===== config.mk =====
export PLATFORM = sky130hd
export DESIGN_NAME = seq_det_sched
export DESIGN_NICKNAME = d
export VERILOG_FILES = /design/src/rtl/seq_det_sched.sv
export SDC_FILE = /design/constraint.sdc
export NUM_CORES = 1
export LEC_CHECK = 0
export ABC_AREA = 1
export CAP_MARGIN = 5
export CORE_MARGIN = 3
export CORE_UTILIZATION = 54
export CTS_BUF_LIST = sky130_fd_sc_hd__clkbuf_4
export CTS_CLUSTER_SIZE = 10
export DETAILED_ROUTE_END_ITERATION = 12
export PLACE_DENSITY = 0.88
export REMOVE_ABC_BUFFERS = 1
export SLEW_MARGIN = 5
export SYNTH_ARGS = -nofsm -noshare
export SYNTH_HDL_FRONTEND = slang
export SYNTH_SLANG_ARGS = --single-unit

===== constraint.sdc =====
create_clock -name clk -period 3.16 [get_ports clk]
set_input_delay 0.632 -clock clk [delete_from_list [all_inputs] [get_ports clk]]
set_output_delay 0.632 -clock clk [all_outputs]
set_load 0.02 [all_outputs]

===== src/rtl/seq_det_sched.sv =====
// seq_det_sched: round-robin scheduler that serializes one requester word at a
// time into a shared serial sequence detector and counts its hits per job.
// Optional per-job detector clear (CLR state): define SEQ_SCHED_CLR_EN.
module seq_det_sched #(
    parameter int N_REQ     = 4,
    parameter int WORD_W    = 8,
    parameter int DET_LAT   = 2,
    parameter bit DRAIN_BIT = 1'b1,
    localparam int ID_W     = (N_REQ > 1) ? $clog2(N_REQ) : 1
) (
    input  logic                    clk,
    input  logic                    rst,
    input  logic [N_REQ-1:0]        req,
    input  logic [N_REQ*WORD_W-1:0] data_in,
    output logic [N_REQ-1:0]        grant,
    output logic                    busy,
    output logic                    det_rst,
    output logic                    det_in,
    input  logic                    det_out,
    output logic                    done,
    output logic [ID_W-1:0]         done_id,
    output logic [3:0]              hit_cnt,
    output logic                    hit
);
    // r_cnt spans SHIFT and DRAIN as one phase: 0 .. WORD_W+DET_LAT-1
    localparam int CNT_W = $clog2(WORD_W + DET_LAT + 1);

    typedef enum logic [2:0] {S_IDLE, S_CLR, S_SHIFT, S_DRAIN, S_DONE} state_t;

    state_t            r_state;
    logic [N_REQ-1:0]  r_grant;
    logic [ID_W-1:0]   r_ptr;
    logic [ID_W-1:0]   r_id;
    logic [ID_W-1:0]   r_done_id;
    logic [WORD_W-1:0] r_shreg;
    logic [CNT_W-1:0]  r_cnt;
    logic [3:0]        r_acc;
    logic [3:0]        r_hit_cnt;

    logic [ID_W-1:0]   w_pick;
    logic              w_in_win;
    logic [3:0]        w_acc_nxt;

    // Round-robin pick: first requesting index at or after r_ptr (descending
    // scan so the smallest offset is assigned last and wins).
    always_comb begin
        w_pick = r_ptr;
        for (int k = N_REQ - 1; k >= 0; k--) begin
            if (req[(int'(r_ptr) + k) % N_REQ])
                w_pick = ID_W'((int'(r_ptr) + k) % N_REQ);
        end
    end

    // Response to bit k shows up DET_LAT cycles later, so the window starts
    // at phase index DET_LAT and runs to the end of DRAIN.
    assign w_in_win  = ((r_state == S_SHIFT) || (r_state == S_DRAIN)) &&
                       (r_cnt >= CNT_W'(DET_LAT));
    assign w_acc_nxt = (w_in_win && det_out && (r_acc != 4'd15)) ? r_acc + 4'd1 : r_acc;

    // Job FSM: arbitrate, capture word, shift, drain, publish result.
    always_ff @(posedge clk) begin
        if (rst) begin
            r_state   <= S_IDLE;
            r_grant   <= '0;
            r_ptr     <= '0;
            r_id      <= '0;
            r_done_id <= '0;
            r_shreg   <= '0;
            r_cnt     <= '0;
            r_acc     <= '0;
            r_hit_cnt <= '0;
        end else begin
            r_grant <= '0;
            case (r_state)
                S_IDLE: begin
                    if (r_grant != '0) begin
                        // grant cycle: capture word, rotate priority past winner
                        r_shreg <= data_in[r_id*WORD_W +: WORD_W];
                        r_ptr   <= (r_id == ID_W'(N_REQ - 1)) ? '0 : r_id + ID_W'(1);
                        r_cnt   <= '0;
                        r_acc   <= '0;
`ifdef SEQ_SCHED_CLR_EN
                        r_state <= S_CLR;
`else
                        r_state <= S_SHIFT;
`endif
                    end else if (req != '0) begin
                        r_grant <= N_REQ'(1) << w_pick;
                        r_id    <= w_pick;
                    end
                end
                S_CLR: begin
                    r_state <= S_SHIFT;
                    r_cnt   <= '0;
                    r_acc   <= '0;
                end
                S_SHIFT, S_DRAIN: begin
                    r_cnt <= r_cnt + CNT_W'(1);
                    r_acc <= w_acc_nxt;
                    if (r_state == S_SHIFT)
                        r_shreg <= r_shreg << 1;
                    // end-of-window check first so DET_LAT=0 skips DRAIN
                    if (r_cnt == CNT_W'(WORD_W + DET_LAT - 1)) begin
                        r_state   <= S_DONE;
                        r_done_id <= r_id;
                        r_hit_cnt <= w_acc_nxt;
                    end else if (r_cnt == CNT_W'(WORD_W - 1)) begin
                        r_state <= S_DRAIN;
                    end
                end
                S_DONE:  r_state <= S_IDLE;
                default: r_state <= S_IDLE;
            endcase
        end
    end

    // Outputs are forced to their reset values in the same cycle rst is high.
    assign grant   = rst ? '0 : r_grant;
    assign busy    = !rst && (r_state != S_IDLE);
    assign done    = !rst && (r_state == S_DONE);
    assign done_id = rst ? '0 : r_done_id;
    assign hit_cnt = rst ? '0 : r_hit_cnt;
    assign hit     = |hit_cnt;
    assign det_in  = (!rst && (r_state == S_SHIFT)) ? r_shreg[WORD_W-1] : DRAIN_BIT;
`ifdef SEQ_SCHED_CLR_EN
    assign det_rst = rst | (r_state == S_CLR);
`else
    assign det_rst = rst;
`endif

endmodule


* Word-level counts from Yosys, hierarchy flattened
Index checks and enable logic that the tools add are counted.
** Operators by class
- Add/sub/neg operators :: 6
- Magnitude comparators :: 5
- Eq/ne operators :: 11
- Shift-type cells :: 2
- Muxes and demuxes :: 31
- Bitwise logic cells :: 6
- Reduce and logical (&&, ||, !) cells :: 26
** Operators with widths (number)
- 32-bit by 6-bit indexed part select with 8-bit output :: 1
- 4-bit case mux with 3 select lines :: 2
- 4-bit 2-to-1 mux :: 4
- 8-bit 2-to-1 mux :: 2
- 8-bit case mux with 2 select lines :: 1
- 3-bit by 4-bit < comparator with 1-bit output (second input constant) :: 3
- 2-bit 2-to-1 mux :: 6
- 3-bit 2-to-1 mux :: 3
- 3-bit case mux with 3 select lines :: 1
- 4-bit by 1-bit adder with 4-bit output (second input constant) :: 2
- 1-bit binary-select mux with 2-bit select :: 4
- 1-bit 2-to-1 mux :: 8
- 2-bit AND reduction :: 4
- 4-bit nonzero test :: 2
- 2-bit OR reduction :: 4
- 4-bit OR reduction :: 2
- 3-bit by 2-bit == test with 1-bit output (second input constant) :: 2
- 1-bit logical AND :: 6
- 3-bit AND reduction :: 2
- 3-bit nonzero test :: 2
- 2-bit by 1-bit adder with 2-bit output (second input constant) :: 2
- 2-bit adder (second input constant) :: 2
- 4-bit by 3-bit == test with 1-bit output (second input constant) :: 1
- 4-bit == test (second input constant) :: 1
- 15 further kinds :: 20
** Word-level totals
- Bits in registers :: 33
- Input bits :: 39
- Output and inout bits :: 15
- Word-level logic and storage cells :: 96

* Depth between registers and ports, before layout
- Word-level depth :: 11
- Gate-level depth with buffers :: 13
- Gate-level depth less buffers :: 12

* Worst setup path after synthesis
No wires, ideal clock.
- Path kind :: input to output
- Start point :: in rst
- End point :: out busy
- Data arrival time :: 1.466 ns
- Data required time :: 2.528 ns
- Path slack :: 1.062 ns
- Stages on the path :: 4
- Path buffers :: 3
- Cell sequence :: buf_2 > buf_2 > buf_1 > nor2_1
** Between the ends
- Word-level cells in the longest chain between the ends :: 2
** Ends and longest elaborated chain
- start, declared :: line 12 : input logic rst,
- 1-bit logical NOT :: line 119 : assign busy = !rst && (r_state != S_IDLE);
- 1-bit logical AND :: line 119
- end, declared :: line 16 : output logic busy,
Every way passes these cells.

* Worst setup path after layout
- Start point :: in rst
- End point :: out hit
** Between the ends
- Word-level cells in the longest chain between the ends :: 2
** Ends and longest elaborated chain
- 4-bit 2-to-1 mux :: line 122 : assign hit_cnt = rst ? '0 : r_hit_cnt;
- 4-bit OR reduction :: line 123 : assign hit = |hit_cnt;
- end, declared :: line 23 : output logic hit
Every way passes these cells.

==> reports/metrics.yaml <==
sta:
  rsz0062_at_grt: "false"
  tightest_slew_ns: 0.488
  fmax_mhz: 359
  finalHoldViolCount: 0
  maxSlewHeadroom: 0.674
  tns_ns: 0
  finalSetupViolCount: 0
  timing.final.crit_period_ns: 2.78
  drv_slew: 0
  period_share: 0.881
  fin_worst_skew_ns: 0.00589
route:
  avgRoutedWirePerCell_um: 12.1
  met1_length_mm: 2.23
  dr.pass1.iters: 4
  drt_iter0_markers: 143
  viasPerCell: 5.20
  route.met3.wl_um: 231
  drt_wl_total_mm: 4.93
  num_vias: 2118
  routed.top_layer: "met4"
  ant_nets: 0
  drc: 0
  wl_met2_mm: 2.43
power:
  power_frac_comb: 0.530
  seq_power_share: 0.303
  switchingPower_mw: 0.836
  p_int_mw: 1.03
  swShare: 0.449
  power_density_nw_per_um2: 697
  peakVddDrop_uv: 462
  p_clk_frac: 0.167
  power.leakage_nw: 1.12
worst_setup_path:
  critPathRequiredTime_ns: 2.53
  worstPathMaxFanout: 18
  cp-start-kind: "input pin"
  r2r_cells: 8
  arrival_ns: 2.15
  cp-end-kind: "output pin"
  crit_type: "input pin to output pin"
finish:
  nets: 404
  fillers: 297
  register_area_um2: 661
  multiInputGateArea_um2: 1130
  n_antenna_cell: 0
  area_growth_pct: 30.4
  drive_gt1_frac: 0.102
  design_area_um2: 2680
place:
  place_area_um2: 2600
  finalWeightedCongestion: 0.870
  port_buffers: 53
  dp_hpwl_mm: 3.73
global_routing:
  globalRoute.totalOverflow: 0
  grt_max_degree: 20
  grt_pass1_wl_mm: 8.36
  grt_pass1_vias: 1940
  grtUsageTotal: 0.235
  antenna_found_initial: 0
clock_tree:
  cts.sinks: 33
  root_buffer: "clkbuf_4"
  cts_hold_buf: 0
  clk_latency_ns: 0.33
  tritoncts: "done"
  htree_num_levels: 2
  cts_made_buffers: 5
  cts.clk_slew.worst_paths_ns: 0.09
  cts_resized: 0
  cts_setup_buffers: 0
  cts_buffer_depth: 2
status:
  status: "complete, no violations"
floorplanning:
  io-pin-count: 54
  die_area_um2: 4570
  rows: 21
  die_y_um: 67.6
  die_w_um: 67.6
  start_util: 0.587
  design.core.area_um2: 3490
synth:
  yosysUniqueCellTypes: 38
  syn-cell-area_um2: 2050
  syn_avg_cell_area_um2: 6.68
  yosysWarnings: 0
  ys_ff_latch: 33
  yosysTopAreaCell: "dfxtp_1"
  yosys-top-cells-count: "nand2_1, inv_1, nor2_1"
  synth_top_area_frac: 0.322
  seq_area_frac_synth: 0.322
  ys_top_cells_by_area: "dfxtp_1, nand2_1, inv_1, o21ai_0, nor2_1"
  yosys_most_used_dff: "dfxtp_1"
  netlist_instances: 307
  synth-edff-count: 0
  yosysMostFrequentCell: "nand2_1"
  synthArstFlopShare: 0
min_path:
  whs_path_depth: 2
  hold_class: "register to register"
job:
  cap_violations: 0
## critical path, stage by stage
cell             delay (ns)
clkdlybuf4s50_1        0.40
buf_4                  0.20
nor2_1                 0.19
nor2_1                 0.07
nand3_1                0.07
clkdlybuf4s50_1        0.60
## cells in the final DEF (no fill, tap or decap), drive strengths merged, types with 4 or more instances in the layout
cell type and n:
a21oi 28, buf 4, clkbuf 6, clkdlybuf4s50 53
dfxtp 33, ha 5, inv 49, nand2 57
nand3 17, nand4 6, nor2 46, o21ai 34
o22ai 10
## cells by family (layout without fill, tap and decap cells)
| kind of cell | count (synthesis) | count (layout) | synth area share |
|---|---|---|---|
| DFF | 33 | 33 | 0.322 |
| buffers and inverters | 60 | 114 | 0.129 |
| adders and majority gates | 5 | 5 | 0.0305 |
| xor gates and xnor gates | 1 | 1 | 0.00427 |
| AOI/OAI and AO/OA | 79 | 79 | 0.221 |
| and+or+nand+nor | 129 | 129 | 0.293 |
## sequential cells by signal, indices dropped and copies added, names as in the netlist
name and flops:
r_cnt 4, r_done_id 2, r_state 3, r_grant 4
r_acc 4, r_ptr 2, r_hit_cnt 4, r_shreg 8
r_id 2
## power groups by stage
stage,sequential [mW],clock [mW],combinational (mW)
6_report,0.565,0.311,0.988
5_1_grt,0.574,0.340,1.12
4_1_cts,0.563,0.315,0.992
3_5_place_dp,0.573,0,0.983
3_3_place_gp,0.571,0,0.960
2_1_floorplan,0.569,0,0.718
## per-layer routing
layer / track usage / up-vias
met2: 0.413 / 41
met1: 0.283 / 966
li1: - / 1105
met3: 0.0649 / 6
met4: 0.0481 / 0
met5: 0 / -
## metrics by stage
stage	power (mW)	hold WS, ns	std cells	util	setup slack (ns)
after floorplan	1.29	0.442	296	-	1.26
final	1.86	0.481	407	0.765	0.375
after global routing	2.03	0.502	407	0.765	0.283
after CTS	1.87	0.483	407	0.765	0.362
after detailed placement	1.56	0.467	399	0.743	0.365
after global placement	1.53	0.460	399	0.743	0.398
## final cells by class
class                   count  area share
multi-input cells         214       0.421
flip-flops and latches     33       0.247
repair buffers             57       0.210
inverters                  49      0.0716
well taps                  46      0.0215
clock buffers               6      0.0168
clock inverters             2      0.0126
## worst paths after layout
check	from	end	slack [ns]
worst max-delay path	rst	hit	0.38
worst min-delay path	r_shreg[0]$_SDFFE_PP0P_	r_shreg[0]$_SDFFE_PP0P_	0.48
worst max register to register	r_cnt[0]$_SDFFE_PP0P_	r_hit_cnt[0]$_SDFFE_PP0P_	1.65
worst min register to register	r_shreg[0]$_SDFFE_PP0P_	r_shreg[0]$_SDFFE_PP0P_	0.48
(Power assumes the default switching activity.)
